**src/rtl/inst_axi_bridge_if.sv**
```systemverilog
// Fetch-side request/response and AXI read-channel signals of the instruction bridge.
// master: the bridge itself; slave: its environment (fetch stage plus AXI memory).
interface inst_axi_bridge_if;
  logic        if_valid;
  logic [1:0]  if_size;
  logic [63:0] inst_addr;
  logic        if_ready;
  logic [1:0]  if_resp;
  logic [63:0] if_data_read;

  logic        axi_ar_ready_i;
  logic        axi_ar_valid_o;
  logic [63:0] axi_ar_addr_o;
  logic [3:0]  axi_ar_id_o;
  logic [7:0]  axi_ar_len_o;
  logic [2:0]  axi_ar_size_o;
  logic [1:0]  axi_ar_burst_o;

  logic        axi_r_ready_o;
  logic        axi_r_valid_i;
  logic [1:0]  axi_r_resp_i;
  logic [63:0] axi_r_data_i;
  logic        axi_r_last_i;
  logic [3:0]  axi_r_id_i;

  modport master (
    input  if_valid, if_size, inst_addr,
    output if_ready, if_resp, if_data_read,
    input  axi_ar_ready_i,
    output axi_ar_valid_o, axi_ar_addr_o, axi_ar_id_o, axi_ar_len_o, axi_ar_size_o, axi_ar_burst_o,
    output axi_r_ready_o,
    input  axi_r_valid_i, axi_r_resp_i, axi_r_data_i, axi_r_last_i, axi_r_id_i
  );

  modport slave (
    output if_valid, if_size, inst_addr,
    input  if_ready, if_resp, if_data_read,
    output axi_ar_ready_i,
    input  axi_ar_valid_o, axi_ar_addr_o, axi_ar_id_o, axi_ar_len_o, axi_ar_size_o, axi_ar_burst_o,
    input  axi_r_ready_o,
    output axi_r_valid_i, axi_r_resp_i, axi_r_data_i, axi_r_last_i, axi_r_id_i
  );
endinterface

```
**src/rtl/inst_axi_bridge.sv**
```systemverilog
// Single-outstanding instruction fetch bridge: one 64-bit AXI read per fetch,
// returning the addressed 32-bit instruction word in the low half.
module inst_axi_bridge #(
  parameter logic [3:0] AXI_ID    = 4'd0,
  parameter logic [1:0] RESP_OKAY = 2'b00
) (
  input  logic              clk,
  input  logic              rst,
  inst_axi_bridge_if.master bus
);

  typedef enum logic [1:0] {IDLE, AR, R, DONE} state_t;

  typedef struct packed {
    logic [63:0] addr;
    logic [1:0]  size;
  } fetch_req_t;

  state_t     state;
  fetch_req_t req_q;
  logic       abort_q;
  logic       beat_ok;
  logic       deliver;
  logic       unused_req;

  // Single-beat INCR reads of a full 64-bit doubleword.
  assign bus.axi_ar_id_o    = AXI_ID;
  assign bus.axi_ar_len_o   = 8'd0;
  assign bus.axi_ar_size_o  = 3'b011;
  assign bus.axi_ar_burst_o = 2'b01;

  assign beat_ok = bus.axi_r_valid_i && bus.axi_r_last_i && (bus.axi_r_id_i == AXI_ID);
  // A fetch withdrawn at any point while on the bus is finished silently.
  assign deliver = !abort_q && bus.if_valid;

  // Only addr[2] is needed after the AR phase; the rest is kept for debug visibility.
  assign unused_req = ^{req_q.size, req_q.addr[63:3], req_q.addr[1:0]};

  always_ff @(posedge clk) begin
    if (!rst) begin
      state              <= IDLE;
      req_q              <= '0;
      abort_q            <= 1'b0;
      bus.if_ready       <= 1'b0;
      bus.if_resp        <= RESP_OKAY;
      bus.if_data_read   <= '0;
      bus.axi_ar_valid_o <= 1'b0;
      bus.axi_ar_addr_o  <= '0;
      bus.axi_r_ready_o  <= 1'b0;
    end else begin
      bus.if_ready <= 1'b0;
      case (state)
        IDLE: begin
          if (bus.if_valid) begin
            req_q              <= '{addr: bus.inst_addr, size: bus.if_size};
            abort_q            <= 1'b0;
            bus.axi_ar_addr_o  <= {bus.inst_addr[63:3], 3'b000};
            bus.axi_ar_valid_o <= 1'b1;
            state              <= AR;
          end
        end
        AR: begin
          if (!bus.if_valid) abort_q <= 1'b1;
          if (bus.axi_ar_ready_i) begin
            bus.axi_ar_valid_o <= 1'b0;
            bus.axi_r_ready_o  <= 1'b1;
            state              <= R;
          end
        end
        R: begin
          if (!bus.if_valid) abort_q <= 1'b1;
          // Beats for other IDs are accepted (rready stays high) and dropped.
          if (beat_ok) begin
            bus.axi_r_ready_o <= 1'b0;
            if (deliver) begin
              bus.if_data_read <= {bus.axi_r_data_i[63:32],
                                   req_q.addr[2] ? bus.axi_r_data_i[63:32] : bus.axi_r_data_i[31:0]};
              bus.if_resp      <= bus.axi_r_resp_i;
              bus.if_ready     <= 1'b1;
              state            <= DONE;
            end else begin
              state <= IDLE;
            end
          end
        end
        DONE: state <= IDLE;
        default: state <= IDLE;
      endcase
    end
  end

endmodule
```
**src/flat_wrapper.sv**
```systemverilog
// flat-port wrapper written by rule: the top's interface ports become plain ports
module inst_axi_bridge_flat 
#(
  parameter logic [3:0] AXI_ID    = 4'd0,
  parameter logic [1:0] RESP_OKAY = 2'b00
)
  (clk, rst, bus_if_valid, bus_if_size, bus_inst_addr, bus_if_ready, bus_if_resp, bus_if_data_read, bus_axi_ar_ready_i, bus_axi_ar_valid_o, bus_axi_ar_addr_o, bus_axi_ar_id_o, bus_axi_ar_len_o, bus_axi_ar_size_o, bus_axi_ar_burst_o, bus_axi_r_ready_o, bus_axi_r_valid_i, bus_axi_r_resp_i, bus_axi_r_data_i, bus_axi_r_last_i, bus_axi_r_id_i);
  inst_axi_bridge_if bus_i ();
  input  logic clk;
  input  logic rst;
  input wire logic [$bits(bus_i.if_valid)-1:0] bus_if_valid;
  input wire logic [$bits(bus_i.if_size)-1:0] bus_if_size;
  input wire logic [$bits(bus_i.inst_addr)-1:0] bus_inst_addr;
  output wire logic [$bits(bus_i.if_ready)-1:0] bus_if_ready;
  output wire logic [$bits(bus_i.if_resp)-1:0] bus_if_resp;
  output wire logic [$bits(bus_i.if_data_read)-1:0] bus_if_data_read;
  input wire logic [$bits(bus_i.axi_ar_ready_i)-1:0] bus_axi_ar_ready_i;
  output wire logic [$bits(bus_i.axi_ar_valid_o)-1:0] bus_axi_ar_valid_o;
  output wire logic [$bits(bus_i.axi_ar_addr_o)-1:0] bus_axi_ar_addr_o;
  output wire logic [$bits(bus_i.axi_ar_id_o)-1:0] bus_axi_ar_id_o;
  output wire logic [$bits(bus_i.axi_ar_len_o)-1:0] bus_axi_ar_len_o;
  output wire logic [$bits(bus_i.axi_ar_size_o)-1:0] bus_axi_ar_size_o;
  output wire logic [$bits(bus_i.axi_ar_burst_o)-1:0] bus_axi_ar_burst_o;
  output wire logic [$bits(bus_i.axi_r_ready_o)-1:0] bus_axi_r_ready_o;
  input wire logic [$bits(bus_i.axi_r_valid_i)-1:0] bus_axi_r_valid_i;
  input wire logic [$bits(bus_i.axi_r_resp_i)-1:0] bus_axi_r_resp_i;
  input wire logic [$bits(bus_i.axi_r_data_i)-1:0] bus_axi_r_data_i;
  input wire logic [$bits(bus_i.axi_r_last_i)-1:0] bus_axi_r_last_i;
  input wire logic [$bits(bus_i.axi_r_id_i)-1:0] bus_axi_r_id_i;
  assign bus_i.if_valid = bus_if_valid;
  assign bus_i.if_size = bus_if_size;
  assign bus_i.inst_addr = bus_inst_addr;
  assign bus_if_ready = bus_i.if_ready;
  assign bus_if_resp = bus_i.if_resp;
  assign bus_if_data_read = bus_i.if_data_read;
  assign bus_i.axi_ar_ready_i = bus_axi_ar_ready_i;
  assign bus_axi_ar_valid_o = bus_i.axi_ar_valid_o;
  assign bus_axi_ar_addr_o = bus_i.axi_ar_addr_o;
  assign bus_axi_ar_id_o = bus_i.axi_ar_id_o;
  assign bus_axi_ar_len_o = bus_i.axi_ar_len_o;
  assign bus_axi_ar_size_o = bus_i.axi_ar_size_o;
  assign bus_axi_ar_burst_o = bus_i.axi_ar_burst_o;
  assign bus_axi_r_ready_o = bus_i.axi_r_ready_o;
  assign bus_i.axi_r_valid_i = bus_axi_r_valid_i;
  assign bus_i.axi_r_resp_i = bus_axi_r_resp_i;
  assign bus_i.axi_r_data_i = bus_axi_r_data_i;
  assign bus_i.axi_r_last_i = bus_axi_r_last_i;
  assign bus_i.axi_r_id_i = bus_axi_r_id_i;
  inst_axi_bridge #(.AXI_ID(AXI_ID), .RESP_OKAY(RESP_OKAY)) u_core (.clk(clk), .rst(rst), .bus(bus_i));
endmodule
```
**config.mk**
```make
export PLATFORM = sky130hd
export DESIGN_NAME = inst_axi_bridge_flat
export DESIGN_NICKNAME = d
export VERILOG_FILES = /design/src/rtl/inst_axi_bridge_if.sv /design/src/rtl/inst_axi_bridge.sv /design/src/flat_wrapper.sv
export SDC_FILE = /design/constraint.sdc
export NUM_CORES = 1
export LEC_CHECK = 0
export ABC_CLOCK_PERIOD_IN_PS = 3300
export BUFFER_PORTS_ARGS = -buffer_cell sky130_fd_sc_hd__buf_2
export CAP_MARGIN = 15
export CORE_ASPECT_RATIO = 0.8
export CORE_MARGIN = 2
export CORE_UTILIZATION = 45
export DETAILED_ROUTE_END_ITERATION = 7
export HOLD_SLACK_MARGIN = 0.15
export PLACE_DENSITY = 0.91
export SLEW_MARGIN = 20
export SYNTH_ARGS = -nofsm -noshare
export SYNTH_HDL_FRONTEND = slang
export SYNTH_SLANG_ARGS = --single-unit
```
**constraint.sdc**
```tcl
create_clock -name clk -period 3.3 [get_ports clk]
set_input_delay 0.495 -clock clk [delete_from_list [all_inputs] [get_ports clk]]
set_output_delay 0.495 -clock clk [all_outputs]
set_load 0.02 [all_outputs]
```
== Word level (Yosys, flattened, before mapping) ==
Index checks and enable logic that the tools add are counted.
Word-level totals
  register bits: 136
  input bits: 142
  output and inout bits: 150
  word-level logic and storage cells: 49
Cells by class
  equality and inequality tests: 7
  mux-type cells: 16
  reductions and logical operators: 17
Operators by type and width (number)
  $mux 32: 1
  $reduce_and 3->1: 6
  $mux 2: 4
  $pmux 2 s4: 1
  $mux 1: 7
  $ne 2x2->1 const B: 3
  $pmux 1 s2: 3
  $reduce_bool 2->1: 3
  $eq 2x2->1 const B: 2
  $logic_not 4->1: 1
  $logic_and 1x1->1: 3
  $eq 2x1->1 const B: 1
  $logic_not 2->1: 1
  $ne 2x1->1 const B: 1
  $reduce_and 2->1: 1
  $reduce_or 2->1: 1
  $logic_not 1->1: 1

== Logic depth before layout (Yosys ltp) ==
Gate-level depths: netlist (run 1).
  depth after elaboration: 5
  mapped depth: 8
  depth with buffers taken out: 6

== Worst setup path before layout (run 1) ==
OpenSTA, ideal clock, no wires.
  path type: reg2reg
  from: reg u_core.state[0]
  to: reg u_core.bus.if_data_read[0]
  setup time: 0.081 ns
  arrival: 1.544 ns
  data required time: 3.219 ns
  setup slack: 1.674 ns
  cell stages (with the launch flop): 9
  path buffers: 3
  clock period less this slack: 1.626 ns
  path through: dfxtp_1 > inv_1 > ha_1 > and3b_1 > and3_1 > buf_4 > buf_6 > buf_6 > a211oi_2
On the way
  word-level cells in the longest chain between the ends: 2
Ends and longest elaborated chain
  start: declaration: RTL line inst_axi_bridge.sv:19  | state_t state;
  start signal: assignment: RTL line inst_axi_bridge.sv:41  | state <= IDLE;
  start signal: assignment: RTL line inst_axi_bridge.sv:59  | state <= AR;
  start signal: assignment: RTL line inst_axi_bridge.sv:67  | state <= R;
  $eq 2x2->1: RTL line inst_axi_bridge.sv:52  | case (state)
  $reduce_and 3->1 (no source line)
  end signal: assignment: RTL line inst_axi_bridge.sv:76  | bus.if_data_read <= {bus.axi_r_data_i[63:32],
  end: declaration: RTL line inst_axi_bridge_if.sv:28  | output if_ready, if_resp, if_data_read,
No other way between the ends.
A chain may end at the register's enable or synchronous reset.

== Worst setup path after layout (run 1) ==
  from: reg u_core.state[0]
  to: reg u_core.bus.if_data_read[16]
Same word-level chain as after synthesis.

==> results.md, run 1 <==
* Outcome: complete, no violations
* Crit Path Class: reg -> reg
* Worst Skew at 12.6 ps
* Number of flops mapped to enable cells by yosys at 0
* Leakage at 3.29 nW
* Crit Path Max Fanout at 59
* Power Dens Cells at 670 nW/um^2
* Iteration-0 DRC count of the detailed router at 206
* Number of synthesized register bits at 134
* FP Rows at 35
* Internal power at 3.39 mW
* Top cells by area, synth: dfxtp_1, nand2_1, a21oi_1
* CTS tree: built
* Final setup margin at 1140 ps
* Ys flop type: dfxtp_1
* Yosys cell types at 30
* WL final at 14,100 microns
* FF-to-FF Start: u_core.state[0]$_SDFFE_PN0P_
* Mapped Cells at 625
* Max clock buf depth at 2
* Wire per inst at 13.7 microns
* Synth top cells by count: nand2_1, dfxtp_1, a21oi_1, nor2_1
* Number of CTS-inserted buffers at 17
* Hold Path Class: in -> reg
* Cells after DPL at 1,001
* CP Data Required Time at 3630 ps
* Final hold violations at 0
* Register area share after synthesis at 0.500
* R2R Setup Slk at 1140 ps
* DIE WIDTH at 126 microns
* Gr ovfl total at 0
* Logic pwr share at 0.212
* Worst Hold Slack at 318 ps
* Final Non-Filler Cells at 1,033
* Worst-Margin Slew at 848 ps
* Initial antenna violation count at 0
* Max Slew Vio Count at 0
* Initial Util at 0.464
* First-pass DRT Iterations at 4
* First-pass GRT wire length at 22,200 microns
* Skew-Pair Late Insertion Delay at 410 ps
* Postcts setup bufs at 0
* Dpl hpwl at 10,100 microns
* Crit path from: u_core.state[0]$_SDFFE_PN0P_
* Largest net degree at the start of global routing at 68
* Setup WS pre-CTS at 1090 ps
* Worst setup path endpoint: u_core.bus.if_data_read[16]$_SDFFE_PN0P_
* WP data arrival at 2490 ps
* Switching fraction of total power at 0.307
* Port bufs at 267
* Sequential Power Share at 0.387
* IO Count at 292
* Hold-fix buffers, CTS at 0
* Reg2Reg Capture Point: u_core.bus.if_data_read[16]$_SDFFE_PN0P_
* Setup violations, final at 0
* RSZ-0062 raised after global routing: no
* Dpl cell area at 6680 sq um
* P&R area growth vs syn at 36.1%
* Maximum Capacitance Violations at 0
* Setup TNS Final at 0 ps
* H-tree Lvls at 4
* Period utilization at 0.655
* P_sw at 1.50 mW
* GRT Util Overall at 0.213
* Tmin final at 2160 ps
* Synth async-reset ratio at 0
* # nets final at 1,019
* Core Box Area at 11,600 sq um
* Syn. warnings at 0
* Most frequent cell after synthesis: nand2_1
* Sequential Area at 2680 sq um
* Fillers at 984
* Clk pin slew, worst setup/hold paths at 60 ps
* Worst rel slew slack at 0.435
* Setup crit start kind: flip-flop
* Number of routed nets with antenna violations at 0
* Maximum VDD drop at 0.393 mV
* Vias per inst at 4.84
* Vias in the first global route at 4,791
* Multi-input gate area at 2370 sq um
* Yosys top cell by area: dfxtp_1
* Clk pwr share at 0.401
* Die Y at 102 microns
* Combined area of all synthesized cells at 5370 sq um
* Root Buffer: clkbuf_16
* Synthesized area per cell at 8.59 sq um
* Clock sink count at 134
* Remaining DRCs at 0
* GPL Wtd Cong at 0.784
* Vias at 5,001
* Die area at 12,800 sq um
* Design Area, Final at 7310 sq um
* Synth top area share at 0.500
* Share of cells above drive strength 1 at 0.389
* CTS resizes at 0
* FMAX at 463 MHz
* Antenna diode count at 0
* Reg2reg path depth at 7
* Worst Setup End Kind: flip-flop
[worst min path at each step]
| stage | depth (start not counted) | slack (ps) | startpoint | to |
|---|---|---|---|---|
| final | 3 | 320 | bus_inst_addr[12] | u_core.bus.axi_ar_addr_o[12]$_SDFFE_PN0P_ |
| after global routing | 3 | 320 | bus_inst_addr[55] | u_core.bus.axi_ar_addr_o[55]$_SDFFE_PN0P_ |
| after CTS | 3 | 310 | bus_inst_addr[2] | u_core.req_q[4]$_SDFFE_PN0P_ |
| after detailed placement | 2 | 440 | u_core.bus.if_data_read[38]$_SDFFE_PN0P_ | u_core.bus.if_data_read[38]$_SDFFE_PN0P_ |
| after global placement | 2 | 440 | u_core.bus.if_data_read[42]$_SDFFE_PN0P_ | u_core.bus.if_data_read[42]$_SDFFE_PN0P_ |
| after floorplan | 2 | 460 | u_core.abort_q$_SDFFE_PN0P_ | u_core.abort_q$_SDFFE_PN0P_ |
[registers in the layout (all words and copies together), names as in the netlist]
signal                     count
u_core.bus.if_data_read       64
u_core.bus.axi_ar_addr_o      61
u_core.bus.if_resp             2
u_core.state                   2
u_core.abort_q                 1
u_core.bus.axi_ar_valid_o      1
u_core.bus.axi_r_ready_o       1
u_core.bus.if_ready            1
u_core.req_q                   1
[per-layer routing]
layer / vias to the layer above / routed length [microns] / global-route usage
li1: 2523 / - / -
met1: 2280 / 5680 / 0.235
met2: 182 / 7210 / 0.390
met3: 16 / 1060 / 0.0692
met4: 0 / 159 / 0.0744
met5: - / 0 / 0
[worst max-delay path, stage by stage, from the launching register on]
cell and delay, ps:
dfxtp_1 360, inv_1 120, ha_1 180, and3b_1 230, and3_4 530, buf_12 330
nor2_1 100, a211oi_2 200
[layout by cell type, fill, tap and decap left out, types with 4 or more instances in the layout]
cell,instances
a211oi_2,32
clkbuf_16,17
o21ai_0,4
buf_4,6
dfxtp_1,133
buf_2,267
conb_1,20
inv_6,4
nand2_1,192
ha_1,5
mux2i_1,32
nor2_1,37
a21oi_1,101
[kinds of logic after synthesis]
kind of cell,after synthesis,share of synthesized area
AO/OA/AOI/OAI,142,0.180
adder cells (fa/ha/maj),5,0.0117
buffers and inverters,69,0.0720
flip-flops,134,0.500
multiplexers,32,0.0597
other,2,0.00140
AND/OR/NAND/NOR,241,0.176
[layout make-up]
cell class              count  area share
flip-flops and latches    134       0.367
clock inverters            12      0.0228
repair buffers            275       0.195
inverters                   4     0.00240
clock buffers              20      0.0625
well taps                 148      0.0253
multi-input cells         440       0.325
[power by group through the flow]
stage / combinational [mW] / sequential (mW) / clock [mW]
after global placement: 1.03 / 1.92 / 0
after global routing: 1.16 / 1.91 / 2.08
after CTS: 1.05 / 1.89 / 1.99
final: 1.04 / 1.89 / 1.96
after detailed placement: 1.05 / 1.93 / 0
after floorplan: 0.557 / 2.07 / 0
[stage by stage]
stage                     utilization  power, mW
final                           0.632       4.89
after global routing            0.632       5.14
after CTS                       0.632       4.93
after detailed placement        0.578       2.97
after global placement          0.578       2.94
after floorplan                     -       2.63
Power figures use the tool's default switching activity.
==> inputs of run 2 (changes only) <==
--- a/config.mk
+++ b/config.mk
@@ -5,7 +5,8 @@
 export SDC_FILE = /design/constraint.sdc
 export NUM_CORES = 1
 export LEC_CHECK = 0
-export ABC_CLOCK_PERIOD_IN_PS = 3300
+export ABC_AREA = 1
+export ABC_CLOCK_PERIOD_IN_PS = 2100
 export BUFFER_PORTS_ARGS = -buffer_cell sky130_fd_sc_hd__buf_2
 export CAP_MARGIN = 15
 export CORE_ASPECT_RATIO = 0.8
==> constraint.sdc (replaced) <==
create_clock -name clk -period 2.1 [get_ports clk]
set_input_delay 0.315 -clock clk [delete_from_list [all_inputs] [get_ports clk]]
set_output_delay 0.315 -clock clk [all_outputs]
set_load 0.02 [all_outputs]
==> results.md, run 2 <==
* Vias per inst at 4.74 (-2.0%)
* Core Box Area at 11,600 sq um (unchanged)
* Setup crit start kind: flip-flop
* Worst Skew at 15.6 ps (+2.99 ps)
* Number of flops mapped to enable cells by yosys at 0 (unchanged)
* Dpl hpwl at 10,400 microns (+2.7%)
* Synth top cells by count: nor2_1, dfxtp_1, o21ai_0, nand2_1, clkbuf_1
* Gr ovfl total at 0 (unchanged)
* Max reg flops at 64 (unchanged)
* Main combinational cell family by area after synthesis: simple AND/OR/NAND/NOR gates
* Syn. warnings at 0 (unchanged)
* Maximum VDD drop at 0.647 mV (+65%)
* CTS resizes at 0 (unchanged)
* Vias at 5,596 (+12%)
* XOR/XNOR Fraction of Synth Area at 0 (unchanged)
* Design Area, Final at 7600 sq um (+4.0%)
* Clk pin slew, worst setup/hold paths at 60 ps (about the same)
* Synthesized area per cell at 7.25 sq um (-16%)
* GPL Wtd Cong at 0.835 (+6.6%)
* Synth Area in Compound Gates at 0.127 (-0.0529)
* Clock sink count at 134 (unchanged)
* Die area at 12,800 sq um (about the same)
* Crit Path Max Fanout at 49 (-17%)
* Wire per inst at 12.9 microns (-5.3%)
* Simple-gate area share of the yosys netlist at 0.275 (+0.0990)
* Leakage at 4.09 nW (+24%)
* Top reg by flops: u_core.bus.if_data_read
* H-tree Lvls at 4 (unchanged)
* Ys flop type: dfxtp_1
* Power Dens Cells at 1090 nW/um^2 (+63%)
* Yosys top cell by area: dfxtp_1
* Iteration-0 DRC count of the detailed router at 259 (+26%)
* Remaining DRCs at 0 (unchanged)
* Post-synthesis mux area share at 0 (-0.0597)
* Initial Util at 0.464 (about the same)
* Hold Path Class: in -> reg
* Setup TNS Final at 0 ps (unchanged)
* CP Data Required Time at 2400 ps (-1230 ps)
* Skew-Pair Late Insertion Delay at 410 ps (about the same)
* Cells after DPL at 1,117 (+12%)
* # nets final at 1,167 (+15%)
* Share of cells above drive strength 1 at 0.310 (-0.0786)
* FMAX at 605 MHz (+31%)
* Synth async-reset ratio at 0 (unchanged)
* FP Rows at 35 (unchanged)
* Adder-cell share of the synthesized area at 0.0117 (about the same)
* Largest regs: u_core.bus.if_data_read: 64 flops, u_core.bus.axi_ar_addr_o: 61 flops
* WP data arrival at 1950 ps (-540 ps)
* Top cells by area, synth: dfxtp_1, nor2_1, o21ai_0
* Mapped Cells at 740 (+18%)
* Combined area of all synthesized cells at 5370 sq um (about the same)
* First-pass GRT wire length at 24,500 microns (+11%)
* Postcts setup bufs at 0 (unchanged)
* First-pass DRT Iterations at 5 (+1)
* Worst Hold Slack at 155 ps (-163 ps)
* DIE WIDTH at 126 microns (about the same)
* Antenna diode count at 0 (unchanged)
* CTS tree: built
* IO Count at 292 (unchanged)
* Final hold violations at 0 (unchanged)
* Maximum Capacitance Violations at 0 (unchanged)
* Number of routed nets with antenna violations at 0 (unchanged)
* Yosys cell types at 22 (-27%)
* Outcome: complete, no violations
* Crit Path Class: reg -> reg
* Tmin final at 1650 ps (-509 ps)
* Vias in the first global route at 5,472 (+14%)
* Initial antenna violation count at 0 (unchanged)
* Synth top area share at 0.500 (about the same)
* Period utilization at 0.787 (+0.132)
* Max clock buf depth at 2 (unchanged)
* P&R area growth vs syn at 41.6%
* Max Slew Vio Count at 0 (unchanged)
* WL final at 15,300 microns (+8.2%)
* Number of synthesized register bits at 134 (unchanged)
* Commonest non-fill, non-tap cell in the layout: buf_2
* Root Buffer: clkbuf_16
* Register area share after synthesis at 0.500 (about the same)
* Hold-fix buffers, CTS at 32 (+32)
* Most frequent cells in the layout: buf_2, nor2_1, dfxtp_1
* Largest net degree at the start of global routing at 70 (+2.9%)
* Most frequent cell after synthesis: nor2_1
* GRT Util Overall at 0.234 (+0.0204)
* RSZ-0062 raised after global routing: no
* Worst Setup End Kind: flip-flop
* R2R Setup Slk at 450 ps (-690 ps)
* Number of CTS-inserted buffers at 17 (unchanged)
* Setup violations, final at 0 (unchanged)
* Die Y at 102 microns (about the same)
* Final Non-Filler Cells at 1,180 (+14%)
* Port bufs at 267 (unchanged)
* Dpl cell area at 6710 sq um (+0.47%)
-- run 2: worst paths after layout --
check                                        start                                        end  cells after the start
min reg2reg  u_core.bus.axi_r_ready_o$_SDFFE_PN0P_      u_core.bus.axi_r_ready_o$_SDFFE_PN0P_                      2
max reg2reg           u_core.state[1]$_SDFFE_PN0P_  u_core.bus.axi_ar_addr_o[12]$_SDFFE_PN0P_                      7
min                           bus_axi_r_data_i[37]   u_core.bus.if_data_read[37]$_SDFFE_PN0P_                      3
max                   u_core.state[1]$_SDFFE_PN0P_  u_core.bus.axi_ar_addr_o[12]$_SDFFE_PN0P_                      7
-- run 2: layer usage --
metal / share of wire / track usage / up-vias
li1: - / - / 2847
met1: 0.41 / 0.274 / 2512
met2: 0.50 / 0.402 / 205
met3: 0.065 / 0.0718 / 32
met4: 0.023 / 0.0981 / 0
met5: 0 / 0 / -
-- run 2: area by class of cell --
class                           count  area (sq um)
Tap cell                          148           185
Timing Repair Buffer              311          1820
Clock buffer                       18           429
Multi-Input combinational cell    542          2290
Fill cell                         978          3960
Clock inverter                     13           134
Sequential cell                   134          2680
Inverter                           14          52.6
-- run 2: worst max-delay path: stages (launching register included) --
cell      delay [ps]
dfxtp_1          400
inv_1            120
ha_1             220
nand2_1          160
clkinv_1         110
buf_4            280
nor2_1           160
nor2_1            70
-- run 2: cell families (layout without fill, tap and decap cells) --
group	count (synthesis)	in the layout
and+or+nand+nor	381	381
AOI/OAI and AO/OA	136	136
other	2	20
buffers and inverters	82	356
DFF	134	134
adders and majority gates	5	5
-- run 2: where the power goes --
part           internal [mW]  total [mW]  switching [mW]
clock                   1.74        2.80            1.07
combinational          0.823        2.37            1.55
sequential              2.92        3.10           0.186
total                   5.48        8.28            2.80
-- run 2: per-stage QoR --
step                setup WS (ps)   util  total power, mW
finish                        448  0.657             8.28
global route                  288  0.657             8.77
CTS                           446  0.657             8.34
detailed placement            454  0.581             5.47
global placement              521  0.581             5.39
floorplan                     641      -             4.71
==> inputs of run 3 (changes only) <==
--- a/config.mk
+++ b/config.mk
@@ -6,15 +6,15 @@
 export NUM_CORES = 1
 export LEC_CHECK = 0
 export ABC_AREA = 1
-export ABC_CLOCK_PERIOD_IN_PS = 2100
+export ABC_CLOCK_PERIOD_IN_PS = 1500
 export BUFFER_PORTS_ARGS = -buffer_cell sky130_fd_sc_hd__buf_2
 export CAP_MARGIN = 15
 export CORE_ASPECT_RATIO = 0.8
 export CORE_MARGIN = 2
-export CORE_UTILIZATION = 45
+export CORE_UTILIZATION = 40
 export DETAILED_ROUTE_END_ITERATION = 7
 export HOLD_SLACK_MARGIN = 0.15
-export PLACE_DENSITY = 0.91
+export PLACE_DENSITY = 0.86
 export SLEW_MARGIN = 20
 export SYNTH_ARGS = -nofsm -noshare
 export SYNTH_HDL_FRONTEND = slang
==> constraint.sdc (replaced) <==
create_clock -name clk -period 1.5 [get_ports clk]
set_input_delay 0.225 -clock clk [delete_from_list [all_inputs] [get_ports clk]]
set_output_delay 0.225 -clock clk [all_outputs]
set_load 0.02 [all_outputs]
==> results.md, run 3 (synthesized netlist as in run 2, its figures left out) <==
* Outcome: complete, no violations
* Vias per inst at 4.75 (+0.12%)
* Design Area, Final at 8820 sq um (+16%)
* Maximum Capacitance Violations at 0 (unchanged)
* Largest regs: u_core.bus.if_data_read: 64 flops, u_core.bus.axi_ar_addr_o: 61 flops
* WL final at 19,000 microns (+24%)
* Tmin final at 1420 ps (-227 ps)
* Gr ovfl total at 0 (unchanged)
* Period utilization at 0.950 (+0.163)
* RSZ-0062 raised after global routing: yes
* Setup crit start kind: flip-flop
* Hold Crit Endpoint: u_core.bus.if_data_read[5]$_SDFFE_PN0P_
* Worst Setup End Kind: flip-flop
* Hold Path Class: in -> reg
* Core Box Area at 13,000 sq um (+12%)
* Share of cells above drive strength 1 at 0.303 (-0.00681)
* Largest net degree at the start of global routing at 51 (-27%)
* Crit path max-delay family: flip-flops
* CP max stage cell: dfxtp_2
* CP Data Required Time at 1790 ps (-610 ps)
* Leakage at 4.58 nW (+12%)
* Worst stage delay on the critical path at 340 ps (-60 ps)
* FF-to-FF Start: u_core.state[1]$_SDFFE_PN0P_
* Hold_sp: bus_axi_r_data_i[5]
* Wire per inst at 14.6 microns (+12%)
* WP data arrival at 1710 ps (-240 ps)
* Number of routed nets with antenna violations at 0 (unchanged)
* Vias at 6,201 (+11%)
* Dpl hpwl at 10,500 microns (+1.4%)
* Most frequent cells in the layout: buf_2, nor2_1, dfxtp_1
* Crit Path Class: reg -> reg
* Crit Path Max Fanout at 50 (+2.0%)
* Maximum VDD drop at 0.820 mV (+27%)
* Die Y at 108 microns (+5.8%)
* Port bufs at 267 (unchanged)
* Max Slew Vio Count at 0 (unchanged)
* Max reg flops at 64 (unchanged)
* Dpl cell area at 6830 sq um (+1.8%)
* Hold Path Stages at 5 (+2)
* Antenna diode count at 0 (unchanged)
* Remaining DRCs at 0 (unchanged)
* Root Buffer: clkbuf_16
* Max Used Layer: met4
* First-pass DRT Iterations at 4 (-1)
* IO Count at 292 (unchanged)
* Final hold violations at 0 (unchanged)
* Skew-Pair Late Insertion Delay at 410 ps (about the same)
* Buf/Inv on CP at 2 (-1)
* Worst Skew at 11.7 ps (-3.91 ps)
* R2R Setup Slk at 80 ps (-370 ps)
* # nets final at 1,266 (+8.5%)
* Reg2Reg Capture Point: u_core.bus.axi_ar_addr_o[54]$_SDFFE_PN0P_
* GPL Wtd Cong at 0.818 (-2.1%)
* Top reg by flops: u_core.bus.if_data_read
* FMAX at 702 MHz (+16%)
* Number of CTS-inserted buffers at 17 (unchanged)
* Vias in the first global route at 6,133 (+12%)
* First-pass GRT wire length at 28,600 microns (+17%)
* Clk pin slew, worst setup/hold paths at 60 ps (about the same)
* Initial antenna violation count at 0 (unchanged)
* Iteration-0 DRC count of the detailed router at 375 (+45%)
* CTS tree: built
* Worst Hold Slack at 163 ps (+8.31 ps)
* FP Rows at 37 (+5.7%)
* Worst-path cell chain: inv_1, ha_1, nand2_2, buf_12, o21ai_0, nor2_1
* Metal1 wirelength at 7700 microns (+24%)
* Max clock buf depth at 2 (unchanged)
* DIE WIDTH at 133 microns (+5.9%)
* Die area at 14,400 sq um (+12%)
* GRT Util Overall at 0.250 (+0.0163)
* P&R area growth vs syn at 64.3%
* H-tree Lvls at 4 (unchanged)
* Clock sink count at 134 (unchanged)
* Met3 routed WL at 1200 microns (+20%)
* Commonest non-fill, non-tap cell in the layout: buf_2
* Setup violations, final at 0 (unchanged)
* Initial Util at 0.414 (-0.0502)
* Met2 Wirelength at 9510 microns (+23%)
* Power Dens Cells at 1420 nW/um^2 (+31%)
* Reg2reg path depth at 6 (-1)
-- run 3: cell types whose count changed in the layout (fill, tap and decap cells not counted), sizes merged, moves of 2 or more --
cell and delta:
inv +4, buf +11, clkbuf +3, bufinv +2
clkinv -6, dlygate4sd3 +84
-- run 3: timing repair --
item	CTS	global route
pin swaps	1	5
endpoints found under the hold margin	117	0
resized for setup	3	10
buffers inserted	1	2
setup endpoints to repair	31	114
cloned	1	5
hold buffers	116	0
-- run 3: cell type report --
cell class,instances,area [sq um]
timing repair buffer,410,2920
tap,175,219
sequential,134,2680
clock buffer,17,425
inverter,14,52.6
multi-input combinational,542,2320
clock inverter,14,199
fill,1010,4150
-- run 3: through the flow --
stage / TNS (ps) / total power, mW / util / setup WS (ps) / std cells
after floorplan: 0 / 6.59 / - / 41.3 / 758
after global placement: 0 / 7.68 / 0.527 / 50.3 / 1150
after detailed placement: -136 / 7.77 / 0.527 / -28.8 / 1150
after CTS: 0 / 12.4 / 0.668 / 25.7 / 1299
after global routing: -35.2 / 13.2 / 0.680 / -13.4 / 1306
final: 0 / 12.5 / 0.680 / 75.2 / 1306
-- run 3: power breakdown --
group,switching (mW),internal [mW],leakage [nW]
Sequential,0.263,4.09,1.09
Clock,1.63,2.80,0.304
Combinational,2.35,1.42,3.18
Total,4.24,8.30,4.58
-- run 3: worst register-to-register path, delay by kind of cell (launching register included) --
family | cells | cell delay, ps
AOI/OAI and AO/OA | 1 | 310
adders and majority gates | 1 | 210
buffers and inverters | 2 | 270
DFF | 1 | 340
and+or+nand+nor | 2 | 180
-- run 3: worst max-delay path by stage --
stage / from / to / cells past startpoint
detailed placement: u_core.state[0]$_SDFFE_PN0P_ / u_core.bus.if_data_read[46]$_SDFFE_PN0P_ / 7
CTS: u_core.state[0]$_SDFFE_PN0P_ / u_core.bus.if_data_read[0]$_SDFFE_PN0P_ / 8
finish: u_core.state[1]$_SDFFE_PN0P_ / u_core.bus.axi_ar_addr_o[54]$_SDFFE_PN0P_ / 6
floorplan: u_core.state[0]$_SDFFE_PN0P_ / u_core.bus.if_data_read[58]$_SDFFE_PN0P_ / 9
global placement: u_core.state[0]$_SDFFE_PN0P_ / u_core.bus.if_data_read[46]$_SDFFE_PN0P_ / 7
global route: u_core.state[0]$_SDFFE_PN0P_ / u_core.bus.if_data_read[58]$_SDFFE_PN0P_ / 8
-- run 3: routing by layer --
layer | vias to the layer above | global-route usage
met5 | - | 0
met4 | 0 | 0.121
met3 | 46 | 0.0607
met2 | 277 | 0.456
met1 | 2828 | 0.273
li1 | 3050 | -
